[src/rtl/accel_axis_sampler.sv]
// Accelerometer axis sampler: writes the sensor init table over SPI, then polls
// status on interrupt or idle timeout and bursts the axis bytes into oSAMPLE.
module accel_axis_sampler #(
  parameter int unsigned NUM_AXES   = 3,
  parameter int unsigned INI_NUMBER = 11,
  parameter int unsigned IDLE_MSB   = 14,
  parameter logic [5:0]  BASE_ADDR  = 6'h32
) (
  input  logic                     iSPI_CLK,
  input  logic                     iRST,
  input  logic                     iG_INT,
  input  logic                     iCFG_WR,
  input  logic [5:0]               iCFG_ADDR,
  input  logic [7:0]               iCFG_DATA,
  output logic                     oCFG_BUSY,
  output logic [15:0]              oP2S_DATA,
  output logic                     oSPI_GO,
  input  logic                     iSPI_END,
  input  logic [7:0]               iS2P_DATA,
  output logic [NUM_AXES*16-1:0]   oSAMPLE,
  output logic                     oSAMPLE_VALID,
  output logic                     oINIT_DONE
);

  localparam int unsigned SAMPLE_W  = NUM_AXES * 16;
  localparam int unsigned NBYTES    = 2 * NUM_AXES;
  localparam logic [5:0]  STAT_ADDR = 6'h30;
  localparam logic [2:0]  HOLDOFF   = 3'd4;

  typedef enum logic [2:0] {
    INIT,
    IDLE,
    XFER_INIT,
    XFER_CFG,
    XFER_STAT,
    XFER_DATA
  } state_t;

  function automatic logic [15:0] init_word(input logic [3:0] idx);
    case (idx)
      4'd0:    return 16'h2420;
      4'd1:    return 16'h2503;
      4'd2:    return 16'h2601;
      4'd3:    return 16'h277F;
      4'd4:    return 16'h2809;
      4'd5:    return 16'h2946;
      4'd6:    return 16'h2C09;
      4'd7:    return 16'h2E80;
      4'd8:    return 16'h2F00;
      4'd9:    return 16'h3140;
      4'd10:   return 16'h2D08;
      default: return 16'h0000;
    endcase
  endfunction

  function automatic logic [15:0] wr_word(input logic [5:0] addr, input logic [7:0] data);
    return {1'b0, 1'b0, addr, data};
  endfunction

  function automatic logic [15:0] rd_word(input logic [5:0] addr);
    return {1'b1, 1'b0, addr, 8'h00};
  endfunction

  state_t                state, state_n;
  logic [3:0]            init_idx, init_idx_n;
  logic [2:0]            byte_idx, byte_idx_n;
  logic [15:0]           idle_cnt, idle_cnt_n;
  logic [2:0]            holdoff, holdoff_n;
  logic                  cfg_pend, cfg_pend_n;
  logic [5:0]            cfg_addr, cfg_addr_n;
  logic [7:0]            cfg_data, cfg_data_n;
  logic [SAMPLE_W-1:0]   shadow, shadow_n;
  logic                  go_n;
  logic [15:0]           p2s_n;
  logic [SAMPLE_W-1:0]   sample_n;
  logic                  valid_n;
  logic                  init_done_n;
  logic                  busy_n;
  logic                  xfer_end;
  logic [5:0]            data_addr;

  assign xfer_end  = oSPI_GO && iSPI_END;
  assign data_addr = BASE_ADDR + 6'(byte_idx);

  // State and output registers
  always_ff @(posedge iSPI_CLK or posedge iRST) begin
    if (iRST) begin
      state         <= INIT;
      init_idx      <= 4'd0;
      byte_idx      <= 3'd0;
      idle_cnt      <= 16'd0;
      holdoff       <= 3'd0;
      cfg_pend      <= 1'b0;
      cfg_addr      <= 6'd0;
      cfg_data      <= 8'd0;
      shadow        <= '0;
      oSPI_GO       <= 1'b0;
      oP2S_DATA     <= 16'd0;
      oSAMPLE       <= '0;
      oSAMPLE_VALID <= 1'b0;
      oINIT_DONE    <= 1'b0;
      oCFG_BUSY     <= 1'b1;
    end else begin
      state         <= state_n;
      init_idx      <= init_idx_n;
      byte_idx      <= byte_idx_n;
      idle_cnt      <= idle_cnt_n;
      holdoff       <= holdoff_n;
      cfg_pend      <= cfg_pend_n;
      cfg_addr      <= cfg_addr_n;
      cfg_data      <= cfg_data_n;
      shadow        <= shadow_n;
      oSPI_GO       <= go_n;
      oP2S_DATA     <= p2s_n;
      oSAMPLE       <= sample_n;
      oSAMPLE_VALID <= valid_n;
      oINIT_DONE    <= init_done_n;
      oCFG_BUSY     <= busy_n;
    end
  end

  // Next-state and output logic; each XFER state raises GO with a fresh word
  // when GO is low, and drops it for a cycle once the controller reports END.
  always_comb begin
    state_n     = state;
    init_idx_n  = init_idx;
    byte_idx_n  = byte_idx;
    idle_cnt_n  = idle_cnt;
    holdoff_n   = (holdoff != 3'd0) ? holdoff - 3'd1 : 3'd0;
    cfg_pend_n  = cfg_pend;
    cfg_addr_n  = cfg_addr;
    cfg_data_n  = cfg_data;
    shadow_n    = shadow;
    go_n        = oSPI_GO;
    p2s_n       = oP2S_DATA;
    sample_n    = oSAMPLE;
    valid_n     = 1'b0;
    init_done_n = oINIT_DONE;
    busy_n      = oCFG_BUSY;

    if (iCFG_WR && !oCFG_BUSY) begin
      cfg_pend_n = 1'b1;
      cfg_addr_n = iCFG_ADDR;
      cfg_data_n = iCFG_DATA;
      busy_n     = 1'b1;
    end

    case (state)
      INIT: state_n = XFER_INIT;

      IDLE: begin
        if (cfg_pend) begin
          cfg_pend_n = 1'b0;
          state_n    = XFER_CFG;
        end else if ((iG_INT && holdoff == 3'd0) || idle_cnt[IDLE_MSB]) begin
          idle_cnt_n = 16'd0;
          state_n    = XFER_STAT;
        end else begin
          idle_cnt_n = idle_cnt + 16'd1;
        end
      end

      XFER_INIT: begin
        if (!oSPI_GO) begin
          go_n  = 1'b1;
          p2s_n = init_word(init_idx);
        end else if (xfer_end) begin
          go_n = 1'b0;
          if (init_idx == 4'(INI_NUMBER - 1)) begin
            init_done_n = 1'b1;
            busy_n      = 1'b0;
            state_n     = IDLE;
          end else begin
            init_idx_n = init_idx + 4'd1;
            state_n    = INIT;
          end
        end
      end

      XFER_CFG: begin
        if (!oSPI_GO) begin
          go_n  = 1'b1;
          p2s_n = wr_word(cfg_addr, cfg_data);
        end else if (xfer_end) begin
          go_n    = 1'b0;
          busy_n  = 1'b0;
          state_n = IDLE;
        end
      end

      XFER_STAT: begin
        if (!oSPI_GO) begin
          go_n  = 1'b1;
          p2s_n = rd_word(STAT_ADDR);
        end else if (xfer_end) begin
          go_n      = 1'b0;
          holdoff_n = HOLDOFF;
          if (iS2P_DATA[7]) begin
            byte_idx_n = 3'd0;
            state_n    = XFER_DATA;
          end else begin
            state_n = IDLE;
          end
        end
      end

      XFER_DATA: begin
        if (!oSPI_GO) begin
          go_n  = 1'b1;
          p2s_n = rd_word(data_addr);
        end else if (xfer_end) begin
          go_n = 1'b0;
          for (int unsigned b = 0; b < NBYTES; b++) begin
            if (byte_idx == 3'(b)) shadow_n[8*b +: 8] = iS2P_DATA;
          end
          if (byte_idx == 3'(NBYTES - 1)) begin
            sample_n = shadow_n;
            valid_n  = 1'b1;
            state_n  = IDLE;
          end else begin
            byte_idx_n = byte_idx + 3'd1;
          end
        end
      end

      default: state_n = INIT;
    endcase
  end

endmodule

[config.mk]
export PLATFORM = sky130hd
export DESIGN_NAME = accel_axis_sampler
export DESIGN_NICKNAME = d
export VERILOG_FILES = /design/src/rtl/accel_axis_sampler.sv
export SDC_FILE = /design/constraint.sdc
export NUM_CORES = 1
export LEC_CHECK = 0
export BUFFER_PORTS_ARGS = -buffer_cell sky130_fd_sc_hd__buf_4
export CAP_MARGIN = 10
export CORE_UTILIZATION = 51
export CTS_CLUSTER_SIZE = 20
export DETAILED_ROUTE_END_ITERATION = 8
export GPL_ROUTABILITY_DRIVEN = 0
export GPL_TIMING_DRIVEN = 0
export HOLD_SLACK_MARGIN = 0.15
export PLACE_DENSITY_LB_ADDON = 0.12
export SYNTH_ARGS = -nofsm -noshare
export SYNTH_HDL_FRONTEND = slang
export SYNTH_SLANG_ARGS = --single-unit
[constraint.sdc]
create_clock -name iSPI_CLK -period 4.4 [get_ports iSPI_CLK]
set_input_delay 0.66 -clock iSPI_CLK [delete_from_list [all_inputs] [get_ports iSPI_CLK]]
set_output_delay 0.66 -clock iSPI_CLK [all_outputs]
set_load 0.02 [all_outputs]
Word-level counts from Yosys, hierarchy flattened:

Memories as Yosys holds them, arrays and structs flattened.
Cells that the tools add are included.
W data, S select, Z words.

* bits in registers: 160
* bits in latches: 0
* memory bits (writable): 0
* memory bits (read-only): 224
* input port bits: 27
* output and inout port bits: 68
* word-level logic and storage cells: 123
* memories: 1

Memories
* (no name shown): depth 16, bits a word 14, rd ports 1, clocked after Yosys merged registers in 0, wr ports 0, RTL line 40 `case (idx)`

* add/subtract/negate cells: 5
* multiply operators: 0
* divide/modulo/power cells: 0
* order comparisons: 0
* equality and inequality tests: 27
* shift operators: 0
* mux-type cells: 53
* bitwise operators: 2
* reduce and logical (&&, ||, !) cells: 20

Operator list (count)
* $mux W16: 5
* $mux W3: 22
* $pmux W16 S4: 1
* $mux W8: 6
* $ne A2 B2 Y1 const B: 15
* $pmux W3 S6: 1
* $add A16 B1 Y16 const B: 1
* $mux W1: 16
* $eq A3 B2 Y1 const B: 4
* $eq A3 B3 Y1 const B: 4
* $reduce_and A4 Y1: 3
* $reduce_and A10 Y1: 1
* $logic_not A3 Y1: 3
* $reduce_and A7 Y1: 1
* $add A5 B4 Y6 const A: 1
* $eq A3 B1 Y1 const B: 2
* $pmux W3 S2: 1
* $reduce_and A5 Y1: 1
* $add A4 B1 Y4 const B: 1
* $eq A4 B4 Y1 const B: 1
* $reduce_bool A4 Y1: 1
* $reduce_or A4 Y1: 1
* $add A3 B1 Y3 const B: 1
* $logic_and A1 B1 Y1: 3
* 10 further kinds: 11

Logic depth before layout (Yosys ltp):

* depth after elaboration: 7
* mapped depth: 7
* mapped depth without buffers: 7

Worst setup path after synthesis:

Ideal clock, no wire load.

* path kind: in2reg
* from: in iSPI_END
* to: reg oSAMPLE[40]
* library setup time: 125 ps
* arrival time: 2219 ps
* required time: 4275 ps
* path slack: 2056 ps
* cell stages on the path: 4
* path buffers: 1
* cell sequence: nand2_1 -> nor3_1 -> clkbuf_1 -> mux2_2

* longest elaborated chain between the ends: 2

Ends and longest elaborated chain
* from (decl): RTL line 18 `input logic iSPI_END,`
* $logic_and A1 B1 Y1: RTL line 82 `assign xfer_end = oSPI_GO && iSPI_END;`
* $reduce_and A4 Y1 (no line)
* to (signal assigned): RTL line 115 `oSAMPLE <= sample_n;`
* to (decl): RTL line 20 `output logic [NUM_AXES*16-1:0] oSAMPLE,`

No other way between the ends.
A chain may end at the register's enable or synchronous reset.

Final worst setup path:

* from: reg byte_idx[1]
* to: reg oSAMPLE[0]

* longest elaborated chain between the ends: 2
* elaborated cells on any way between the ends: 4
* classes of those cells: eq/ne: 1; mux: 1; reduce/logical: 2

Ends and longest elaborated chain
* from (decl): RTL line 66 `logic [2:0] byte_idx, byte_idx_n;`
* from (signal assigned): RTL line 106 `byte_idx <= byte_idx_n;`
* $eq A3 B3 Y1 / $logic_not A3 Y1 (equally long branches): RTL line 216, 214
* $reduce_and A4 Y1 (no line) / $mux W8 (equally long branches)

Several ways; a longest one is shown, not always the timed one.

==> results.md <==
* Critical path launch point type: flop
* CTS buffer count at 17
* Layout Cell Area excl Fill at 8250 um2
* Vias in the first global route at 4,787
* Initial core utilization at 52.7%
* Number of distinct library cells after synthesis at 55
* Synth area leader: dfrtp_1
* Clock skew after layout at 0.00759 ns
* Setup repair after global routing missed its margin: false
* Die height at 116 um
* Vias per std cell at 5.57
* Most used cells in the layout excluding fill and tap cells: dfrtp_1 (149), buf_4 (94), mux2_2 (90)
* Number of violations reported at the end of detailed-routing iteration 0 at 268
* Clock H-tree levels at 4
* Storage element area at 3750 um2
* ANT nets after route at 0
* Filler instances at 1,001
* Placed wire-length estimate after detailed placement at 10,100 um
* Post-detailed-routing wire length at 14,600 um
* Pwr Density at 565 nW/um2
* Most common cell after layout, fill and taps aside: dfrtp_1
* Total area of multi-input combinational cells at 2750 um2
* Capturing element type of the critical path: flop
* CP top delay family: buffers and inverters
* Die ar. at 13,600 um2
* Cell area after placement at 7650 um2
* Final Max Slew Viols at 0
* Slew at the pin closest to its max-slew limit at 1.06 ns
* Initial antenna violation count at 0
* Count of boundary I/O pins at 95
* Ys async rst share at 100%
* Count of mapped cells out of synthesis at 559
* CTS sink count at 150
* Worst Path Arrival at 2.93 ns
* Maximum number of pins on one net before global-route repair at 45
* Max Clk Rate at 0.381 GHz
* Antenna cells at 0
* WP buf/inv at 3
* Period utilisation layout at 59.6%
* Highest fanout seen on the critical path at 10
* Final Hold Vio Count at 0
* Die Span X at 116 um
* Worst hold slack across all endpoints at 0.339 ns
* Avg Inst Size Synth at 11.9 um2
* Overflow left after global routing at 0
* Syn. warnings at 0
* Main area contributors after synthesis: dfrtp_1 (56%), mux2_2 (15%), ha_1 (3.6%)
* Layout cell share with drive strength beyond 1 at 32.9%
* Max-cap viol count at 0
* Detailed-route via count at 4,788
* Number of hold buffers added after CTS at 0
* Post-synth top flop: dfrtp_1
* Port-buffer cells at 92
* Number of buffers inserted to repair setup after CTS at 0
* Final Critical Period at 2.62 ns
* Static leakage power at 4.01 nW
* Minimum setup slack among reg-to-reg paths at 1.78 ns
* Overall power consumption at 4.66 mW
* Post-synth EDFFs at 0
* Area share of the largest cell type after synthesis at 55.8%
* Result of the run: finished, final reports clean
* Wire length of the first global-routing pass at 23,900 um
* CP peak stage delay at 0.53 ns
* Post-detailed-route DRC marker count at 0
* Finished Core Util at 65.1%
* Standard-cell row count at 41
* Setup TNS after final layout at 0 ns
* Crit-path cells: inv_1 -> ha_1 -> nand2_1 -> nor3_1 -> buf_4 -> clkbuf_1 -> mux2_2
* Synth Cell Area at 6680 um2
* Syn nets at 605
* Post-cts resize count at 0
* Core area at 12,700 um2
* Highest-delay cell along the critical path: nor3_1
* CTS Buffer Depth at 2
* Gr usage total at 23.3%
* Rel. slew slack at 28.6%
* Number of nets in the final layout at 721
* Setup-violating endpoint count in the final report at 0
* Data required time of the critical path at 4.70 ns
* First drt pass iteration count at 5
* Worst hold-check path type: input port to asynchronous set/reset pin
* Max rail drop VDD at 0.000288 V
* Clock slew at reported path FFs at 0.06 ns
* Clock latency on the worst-skew pair at 0.42 ns
* Clk root buf: clkbuf_16
* Area added between synthesis and finish at 23.6%
* Clock tree from TritonCTS: yes
* Kind of critical path: flop to flop
* Average wire length per cell after detail routing at 17.0 um
* Flip-flop and latch count after synthesis at 150
* Seq/Total Area, Yosys at 56.2%
[cells by family (layout without fill, tap and decap cells)]
| logic type | after synthesis | count (layout) | share of synthesized area, % |
|---|---|---|---|
| fa+ha+maj | 19 | 19 | 3.56 |
| xor+xnor | 3 | 3 | 0.394 |
| other cells | 1 | 1 | 0.0562 |
| simple gates | 133 | 133 | 9.84 |
| compound gates | 99 | 99 | 9.14 |
| flops | 150 | 150 | 56.2 |
| buf+inv | 44 | 172 | 2.60 |
| mux | 110 | 110 | 18.2 |
[report_power, final]
part	internal [mW]	switching, mW	leakage, nW
Sequential	1.67	0.233	1.98
Combinational	0.571	0.746	1.75
Clock	0.880	0.565	0.282
Total	3.12	1.54	4.01
[synth_stat cells (5+ instances only)]
library cell,count
inv_1,15
nand4_1,5
clkbuf_1,19
buf_1,5
nor2_1,38
nand3_1,13
dfrtp_1,149
o21ai_0,23
o211ai_1,5
a21oi_1,39
nor3_1,10
ha_1,19
mux2i_1,20
or4_1,5
nand2_1,32
nor2b_1,7
a22oi_1,7
mux2_2,90
[sequential cells by signal (all words and copies together) (netlist names), 3 cells and up]
signal and cells:
shadow 40, state 3, oSAMPLE 48, init_idx 4, byte_idx 3, idle_cnt 15
holdoff 3, cfg_addr 6, oP2S_DATA 15, cfg_data 8
[area by class of cell]
cell class | instances | share of cell area, %
Sequential cell | 150 | 45.5
Tap cell | 172 | 2.61
Inverter | 15 | 0.728
Clock buffer | 21 | 5.70
Buffer | 29 | 1.43
Clock inverter | 10 | 1.49
Multi-Input combinational cell | 365 | 33.3
Timing Repair Buffer | 97 | 9.25
[worst paths after layout]
kind | endpoint | startpoint | cells past startpoint
setup / recovery | oSAMPLE[0]$_DFFE_PP0P_ | byte_idx[1]$_DFFE_PP0P_ | 7
hold / removal | oP2S_DATA[0]$_DFFE_PP0P_ | iRST | 2
setup reg to reg | oSAMPLE[0]$_DFFE_PP0P_ | byte_idx[1]$_DFFE_PP0P_ | 7
hold reg to reg | oSAMPLE[2]$_DFFE_PP0P_ | shadow[2]$_DFFE_PP0P_ | 1
max in group asynchronous | oSAMPLE[36]$_DFFE_PP0P_ | iRST | 4
min in group iSPI_CLK | cfg_addr[1]$_DFFE_PP0P_ | iCFG_ADDR[1] | 2
[per-layer routing]
layer,wire length [um],vias up,GRT usage [%]
li1,-,2228,-
met1,6560,2447,30.3
met2,7140,103,37.6
met3,725,10,7.11
met4,138,0,6.84
met5,0,-,0
[per-stage QoR]
stage / setup WS, ns / instances
2_1_floorplan: 1.85 / 559
3_3_place_gp: 0.981 / 823
3_5_place_dp: 1.54 / 827
4_1_cts: 1.68 / 858
5_1_grt: 1.57 / 859
6_report: 1.78 / 859
No activity file was read; power rests on OpenSTA's default activity.
